[config.mk]
export PLATFORM = sky130hd
export DESIGN_NAME = keypad_entry
export DESIGN_NICKNAME = d
export VERILOG_FILES = /design/src/rtl/keypad_entry.sv
export SDC_FILE = /design/constraint.sdc
export NUM_CORES = 1
export LEC_CHECK = 0
export ABC_AREA = 1
export CORE_ASPECT_RATIO = 1.25
export CORE_MARGIN = 2
export CORE_UTILIZATION = 25
export DETAILED_ROUTE_END_ITERATION = 12
export PLACE_DENSITY = 0.44
export SLEW_MARGIN = 5
export SYNTH_ARGS = -nofsm -noshare
export SYNTH_HDL_FRONTEND = slang
export SYNTH_SLANG_ARGS = --single-unit
[constraint.sdc]
create_clock -name clk_100mhz -period 5.7 [get_ports clk_100mhz]
set_input_delay 1.14 -clock clk_100mhz [delete_from_list [all_inputs] [get_ports clk_100mhz]]
set_output_delay 1.14 -clock clk_100mhz [all_outputs]
set_load 0.05 [all_outputs]
[src/rtl/keypad_entry.sv]
// keypad_entry: scans a 4x4 matrix keypad, debounces presses and releases, and
// assembles a decimal number of up to MAX_DIGITS digits for a valid/ack consumer.
// Optional feature macro: KEYPAD_AUTOREPEAT_EN (auto-repeat of digits and '*' while held).
module keypad_entry #(
  parameter int SCAN_CYCLES     = 100_000,
  parameter int DEBOUNCE_CYCLES = 2_000_000,
  parameter int MAX_DIGITS      = 4,
  parameter int REPEAT_DELAY    = 50_000_000,
  parameter int REPEAT_PERIOD   = 10_000_000
) (
  input  logic        clk_100mhz,
  input  logic        reset,
  input  logic [3:0]  row_in,
  output logic [3:0]  col_out,
  output logic        key_strobe,
  output logic [3:0]  key_code,
  output logic [15:0] preview_value,
  output logic [2:0]  digit_count,
  output logic [15:0] entry_value,
  output logic        entry_valid,
  input  logic        entry_ack
);

  localparam int SCAN_W = $clog2(SCAN_CYCLES);
  localparam int DB_W   = (DEBOUNCE_CYCLES > 1) ? $clog2(DEBOUNCE_CYCLES) : 1;
  localparam logic [SCAN_W-1:0] SCAN_LAST = SCAN_W'(SCAN_CYCLES - 1);
  localparam logic [DB_W-1:0]   DB_LAST   = DB_W'(DEBOUNCE_CYCLES - 1);
  localparam logic [2:0]        DIGIT_MAX = 3'(MAX_DIGITS);

  localparam logic [3:0] KEY_CLEAR = 4'd11;
  localparam logic [3:0] KEY_STAR  = 4'd12;
  localparam logic [3:0] KEY_ENTER = 4'd14;

  // Reject configurations the scanner and accumulator cannot support.
  generate
    if (SCAN_CYCLES < 4 || DEBOUNCE_CYCLES < 1 || MAX_DIGITS < 1 || MAX_DIGITS > 4 ||
        REPEAT_DELAY < 1 || REPEAT_PERIOD < 1) begin : g_bad_params
      $error("keypad_entry: parameter out of range");
    end
  endgenerate

  typedef enum logic [1:0] {
    SCAN,
    DEBOUNCE,
    HOLD
  } state_t;

  state_t            state, state_next;
  logic [1:0]        col, col_next;
  logic [1:0]        row_sel, row_sel_next;
  logic [1:0]        low_row;
  logic [SCAN_W-1:0] scan_cnt, scan_cnt_next;
  logic [DB_W-1:0]   db_cnt, db_cnt_next;
  logic              strobe_next;
  logic              drive_en;
  logic [3:0]        row_meta, row_sync;

  logic              is_digit;
  logic [3:0]        digit_val;
  logic [16:0]       times_ten;
  logic              accept_enter;

`ifdef KEYPAD_AUTOREPEAT_EN
  localparam int REP_MAX = (REPEAT_DELAY > REPEAT_PERIOD) ? REPEAT_DELAY : REPEAT_PERIOD;
  localparam int REP_W   = (REP_MAX > 1) ? $clog2(REP_MAX) : 1;
  localparam logic [REP_W-1:0] REP_FIRST_LAST = REP_W'(REPEAT_DELAY - 1);
  localparam logic [REP_W-1:0] REP_NEXT_LAST  = REP_W'(REPEAT_PERIOD - 1);

  logic [REP_W-1:0] rep_cnt, rep_cnt_next;
  logic             rep_first, rep_first_next;
  logic             repeatable;

  // Digits and '*' repeat; the letter column and '#' never do.
  assign repeatable = (col != 2'd3) && ({row_sel, col} != KEY_ENTER);
`endif

  // Two-flop synchronizer for the asynchronous keypad rows (idle level is high).
  always_ff @(posedge clk_100mhz or negedge reset) begin
    if (!reset) begin
      row_meta <= 4'hF;
      row_sync <= 4'hF;
    end else begin
      row_meta <= row_in;
      row_sync <= row_meta;
    end
  end

  // Columns stay released until the first clock after reset, then one is driven low.
  always_comb begin
    col_out = 4'b1111;
    if (drive_en) begin
      col_out = ~(4'b0001 << col);
    end
  end

  // Pick the lowest-index row currently pulled low.
  always_comb begin
    low_row = 2'd0;
    for (int i = 3; i >= 0; i--) begin
      if (!row_sync[i]) begin
        low_row = 2'(i);
      end
    end
  end

  // Scan / debounce / hold next-state logic and key event generation.
  always_comb begin
    state_next    = state;
    col_next      = col;
    row_sel_next  = row_sel;
    scan_cnt_next = scan_cnt;
    db_cnt_next   = db_cnt;
    strobe_next   = 1'b0;
`ifdef KEYPAD_AUTOREPEAT_EN
    rep_cnt_next   = rep_cnt;
    rep_first_next = rep_first;
`endif
    case (state)
      SCAN: begin
        if (drive_en) begin
          if (scan_cnt == SCAN_LAST) begin
            scan_cnt_next = '0;
            if (row_sync == 4'hF) begin
              col_next = col + 2'd1;
            end else begin
              row_sel_next = low_row;
              db_cnt_next  = '0;
              state_next   = DEBOUNCE;
            end
          end else begin
            scan_cnt_next = scan_cnt + 1'b1;
          end
        end
      end
      DEBOUNCE: begin
        if (row_sync[row_sel]) begin
          scan_cnt_next = '0;
          state_next    = SCAN;
        end else if (db_cnt == DB_LAST) begin
          strobe_next = 1'b1;
          db_cnt_next = '0;
          state_next  = HOLD;
        end else begin
          db_cnt_next = db_cnt + 1'b1;
        end
      end
      HOLD: begin
        if (row_sync != 4'hF) begin
          db_cnt_next = '0;
        end else if (db_cnt == DB_LAST) begin
          db_cnt_next   = '0;
          scan_cnt_next = '0;
          col_next      = col + 2'd1;
          state_next    = SCAN;
        end else begin
          db_cnt_next = db_cnt + 1'b1;
        end
      end
      default: begin
        state_next = SCAN;
      end
    endcase
`ifdef KEYPAD_AUTOREPEAT_EN
    if (state != HOLD || row_sync[row_sel] || !repeatable) begin
      rep_cnt_next   = '0;
      rep_first_next = 1'b1;
    end else if (rep_cnt == (rep_first ? REP_FIRST_LAST : REP_NEXT_LAST)) begin
      rep_cnt_next   = '0;
      rep_first_next = 1'b0;
      strobe_next    = 1'b1;
    end else begin
      rep_cnt_next = rep_cnt + 1'b1;
    end
`endif
  end

  // Scanner state register; key_code is loaded together with each strobe.
  always_ff @(posedge clk_100mhz or negedge reset) begin
    if (!reset) begin
      state      <= SCAN;
      col        <= 2'd0;
      row_sel    <= 2'd0;
      scan_cnt   <= '0;
      db_cnt     <= '0;
      drive_en   <= 1'b0;
      key_strobe <= 1'b0;
      key_code   <= 4'd0;
    end else begin
      state      <= state_next;
      col        <= col_next;
      row_sel    <= row_sel_next;
      scan_cnt   <= scan_cnt_next;
      db_cnt     <= db_cnt_next;
      drive_en   <= 1'b1;
      key_strobe <= strobe_next;
      if (strobe_next) begin
        key_code <= {row_sel, col};
      end
    end
  end

`ifdef KEYPAD_AUTOREPEAT_EN
  // Auto-repeat timing registers.
  always_ff @(posedge clk_100mhz or negedge reset) begin
    if (!reset) begin
      rep_cnt   <= '0;
      rep_first <= 1'b1;
    end else begin
      rep_cnt   <= rep_cnt_next;
      rep_first <= rep_first_next;
    end
  end
`endif

  // Map key codes of the digit keys to their decimal value.
  always_comb begin
    is_digit  = 1'b1;
    digit_val = 4'd0;
    case (key_code)
      4'd0:    digit_val = 4'd1;
      4'd1:    digit_val = 4'd2;
      4'd2:    digit_val = 4'd3;
      4'd4:    digit_val = 4'd4;
      4'd5:    digit_val = 4'd5;
      4'd6:    digit_val = 4'd6;
      4'd8:    digit_val = 4'd7;
      4'd9:    digit_val = 4'd8;
      4'd10:   digit_val = 4'd9;
      4'd13:   digit_val = 4'd0;
      default: is_digit  = 1'b0;
    endcase
  end

  // Shift a digit into the accumulator at 17 bits; the top bit guards against any overflow.
  always_comb begin
    times_ten    = 17'(preview_value) * 17'd10 + 17'(digit_val);
    accept_enter = key_strobe && (key_code == KEY_ENTER) && (digit_count != 3'd0) && !entry_valid;
  end

  // Accumulator: reacts one edge after each key strobe.
  always_ff @(posedge clk_100mhz or negedge reset) begin
    if (!reset) begin
      preview_value <= 16'd0;
      digit_count   <= 3'd0;
    end else if (key_strobe) begin
      if (is_digit) begin
        if (digit_count < DIGIT_MAX && !times_ten[16]) begin
          preview_value <= times_ten[15:0];
          digit_count   <= digit_count + 3'd1;
        end
      end else if (key_code == KEY_STAR) begin
        if (digit_count != 3'd0) begin
          preview_value <= preview_value / 16'd10;
          digit_count   <= digit_count - 3'd1;
        end
      end else if (key_code == KEY_CLEAR || accept_enter) begin
        preview_value <= 16'd0;
        digit_count   <= 3'd0;
      end
    end
  end

  // Committed entry with valid/ack handshake; a fresh commit overrides a same-cycle ack.
  always_ff @(posedge clk_100mhz or negedge reset) begin
    if (!reset) begin
      entry_value <= 16'd0;
      entry_valid <= 1'b0;
    end else if (accept_enter) begin
      entry_value <= preview_value;
      entry_valid <= 1'b1;
    end else if (entry_ack) begin
      entry_valid <= 1'b0;
    end
  end

endmodule

* Yosys cells after proc, flatten, opt, wreduce, memory -nomap -nowiden
Cells that the tools add are included.
Cells by class: add/sub/neg operators 6, multipliers 1, div/mod/pow operators 1, magnitude comparators 2, equal/unequal tests 29, shift operators 1, multiplexer cells 51, bitwise operators 2, reductions and logical operators 21
Operator list (number):
- $mux 21 | 6
- $mux 17 | 5
- $mux 16 | 5
- $pmux 21 s3 | 1
- $pmux 17 s3 | 1
- $pmux 4 s9 | 1
- $eq 4x4->1 const B | 8
- $mux 2 | 16
- $add 21x1->21 const B | 1
- $eq 21x21->1 const B | 1
- $add 17x1->17 const B | 1
- $add 17x4->17 | 1
- $eq 17x17->1 const B | 1
- $div 16x4->16 const B | 1
- $mul 16x3->16 const B | 1
- $ne 2x2->1 const B | 8
- $mux 3 | 5
- $eq 4x3->1 const B | 3
- $reduce_and 6->1 | 2
- $reduce_and 5->1 | 2
- $reduce_or 10->1 | 1
- $reduce_bool 3->1 | 3
- $reduce_and 4->1 | 2
- $mux 1 | 7
- 25 further kinds | 31
Storage, ports and cells: register bits after elaboration 94, output and inout bits 45, word-level logic and storage cells 128

* Depth between registers and ports, before layout
depth in word-level cells 8, gate-level depth with buffers 57

* Least setup slack after synthesis
No wires, ideal clock.
path kind flip-flop to flip-flop, start reg preview_value[13], end reg preview_value[0], arrival time 4.501 ns, path slack 1.071 ns, cell stages (with the launch flop) 50, cell sequence dfrtp_1 inv_1 a21oi_1 nand2_2 nand2_2 nand2_2 nand2_4 nand2_4 nand2_4 nand2_2 o21ai_4 nand3_1 nand2_1 nand3_2 nand3_4 nand2_2 nand2_1 nand2_1 [... 14 more ...] nand2_2 inv_1 nand2_1 nand3_1 nand2_2 nand2_2 nand2_4 nand2_4 a21boi_4 nand2_2 nand2_2 nand2_1 nand2_1 inv_1 nand2_1 nand2_1 nand2_1 a21oi_2
On the way: longest elaborated chain between the ends 6, elaborated cells between the ends (all ways) 10, those cells by class add/sub: 1; mul: 1; div: 1; eq/ne: 1; mux: 3; reduce/logical: 3
RTL lines:
- from (decl) | RTL line 17 | output logic [15:0] preview_value,
- from (signal assigned) | RTL line 248 | preview_value <= times_ten[15:0];
- from (signal assigned) | RTL line 253 | preview_value <= preview_value / 16'd10;
- parallel branches: the longest is 6 deep, another holds $div 16x4->16
Parallel ways; which one is timed is not known. The select of a mux whose other input is x is not followed. A chain may end at the register's enable or synchronous reset.

* Worst setup path in the final report
Same ends and word-level chain as after synthesis.

==> impl_metrics.toml <==
[status]
status = "complete, no violations"

[worst_setup_path]
crit_required_ps = 5980
cp-end-kind = "flop"
path_common_cell = "nand2_2"
start_kind = "flop"
cpMaxStageDelayCell = "dfrtp_1"
slowest_delay_ps = 470
path_max_fanout = 6
cp_data_arrival_time_ps = 5160
critPathKind = "flop to flop"

[detailed_routing]
routed_via_density = 4.513
first_iter_violations = 262
dr_total_vias = 5835
wl_per_cell_um = 13.22
drt-total-wl_um = 17100
route.detailed.drc = 0
ant_nets = 0
dr.pass1.iters = 4

[sta]
tns_ps = 0
maxSlewHeadroom = 0.3603
rsz0062_at_grt = "no"
setup_viol = 0
finalCritPeriodShare = 0.8549
min_period_ps = 4873
worstMarginPinSlew_ps = 959.6
setup_slack_ps = 827.0
hold_ws_ps = 355.7
slew_violations = 0
hold_violations = 0
fmaxAchievable_ghz = 0.2052
clock_skew_ps = 12.42

[clock_tree]
clk_latency_ps = 350
clkSlewWorstSetupHoldPaths_ps = 80
clock_path_buffers = 2
root_buffer = "clkbuf_16"
cts_setup_buffers = 0
holdBufCountCts = 0
clock-sinks = 94
cts_made_buffers = 9
post_cts_resized = 0
cts_max_level = 3
cts_tree = "built"

[yosys]
async_flop_share = 1.000
yosysMostFrequentCell = "nand2_1"
synthTopCellsByCount = "nand2_1, inv_1, dfrtp_1"
ys_seq_area_frac = 0.3583
synth_top_area_frac = 0.3264
synth_area_leaders = "dfrtp_1, nand2_1, ha_1"
avgSynthCellArea_um2 = 7.391
synth_warnings = 0
synth_ff_type = "dfrtp_1"
ys_ff_latch = 94
synth_area_leader_cell = "dfrtp_1"
synth_cells = 892
ys_types = 50
syn_area_um2 = 6593
syn-num-nets = 942
synth_edf_count = 0

[pwr]
vdd_ir_drop_max_v = 0.0001317
totalPowerFinal_uw = 1363
p_per_area_nw_per_um2 = 174.8
p_leak_uw = 0.003657

[placement]
gp_congestion = 0.8020
hpwl_um = 12670
post-place-ws_ps = 818.8
io_buffers = 51

[die]
core_um2 = 26010
dieArea_um2 = 27690
start_util = 0.2534
dieWidth_um = 149.2
rows = 66
die_height_um = 185.6
pin_count = 52

[finish]
syn_to_final_growth_pct = 18.26
diodes = 0
final_layout_size_suffix_gt1_frac = 0.1018
num-nets-final = 998
fin_util = 0.2997

[global_routing]
grt_pass1_wl_um = 29080
grt_usage = 0.1314
antenna_found_initial = 0
grt_pass1_vias = 5910
grt_max_degree = 70
gr-total-overflow = 0

[min_path]
hp-class = "flop to flop"

[job]
drv_cap = 0
critical path: cells and delay by family (launching register included):
family / cells / cell delay, ps
simple gates: 39 / 3160
compound gates: 5 / 780
flops: 1 / 470
buf+inv: 6 / 400
power by group:
group	internal, uW	switching (uW)	total, uW
combinational	20.3	43.0	63.3
clock	311	282	593
sequential	690	16.2	707
total	1020	341	1360
final cells by class:
cell class                      instances  area, um^2
Fill cell                            2827       18220
Multi-Input combinational cell        642        3641
Sequential cell                        94        2362
Timing Repair Buffer                   56       545.5
Inverter                              145       544.3
Tap cell                              340       425.4
Clock buffer                           12       246.5
Clock inverter                          4       31.28
routing by layer:
metal | track usage | vias to the layer above | part of all wire
met4 | 0.04229 | 0 | 0.016
li1 | - | 3050 | -
met2 | 0.2356 | 78 | 0.50
met5 | 0 | - | 0
met3 | 0.01520 | 18 | 0.024
met1 | 0.1636 | 2689 | 0.46
kinds of logic after synthesis:
group,count (synthesis),synth area share
simple gates,407,0.2932
compound gates,177,0.1556
fa+ha+maj,43,0.08389
flops,94,0.3583
buf+inv,156,0.08939
mux,1,0.001708
xor+xnor,13,0.01727
other cells,1,0.0005688
cell usage in the layout (no fill, tap or decap), types with 20 or more instances in the layout:
cell type          n
a21oi_1           63
clkdlybuf4s50_1   50
dfrtp_1           86
ha_1              41
inv_1            129
nand2_1          185
nand2_2           25
nand3_1           59
nand4_1           20
nor2_1            66
o21ai_0           70
through the flow:
| stage | cells | cell area, um^2 |
|---|---|---|
| global placement | 1277 | 7518 |
| CTS | 1293 | 7796 |
| floorplan | 892 | 6593 |
| finish | 1293 | 7796 |
| detailed placement | 1277 | 7518 |
| global route | 1293 | 7796 |
state kept, by name, indices dropped and copies added (netlist names), 3 cells and up:
name and count:
row_sync 4, db_cnt 21, key_code 4, digit_count 3, preview_value 16, entry_value 16
row_meta 4, scan_cnt 17
path summary, 6_finish.rpt:
path	from	endpoint	slack, ps	cells after the start
min	row_meta[2]$_DFF_PN1_	row_sync[2]$_DFF_PN1_	360	0
max reg2reg	preview_value[13]$_DFFE_PN0P_	preview_value[0]$_DFFE_PN0P_	830	50
max	preview_value[13]$_DFFE_PN0P_	preview_value[0]$_DFFE_PN0P_	830	50
max in group asynchronous	reset	row_sync[1]$_DFF_PN1_	3800	2
min reg2reg	row_meta[2]$_DFF_PN1_	row_sync[2]$_DFF_PN1_	360	0
min in group asynchronous	reset	scan_cnt[16]$_DFFE_PN0P_	930	1
No activity file was read; power rests on OpenSTA's default activity.
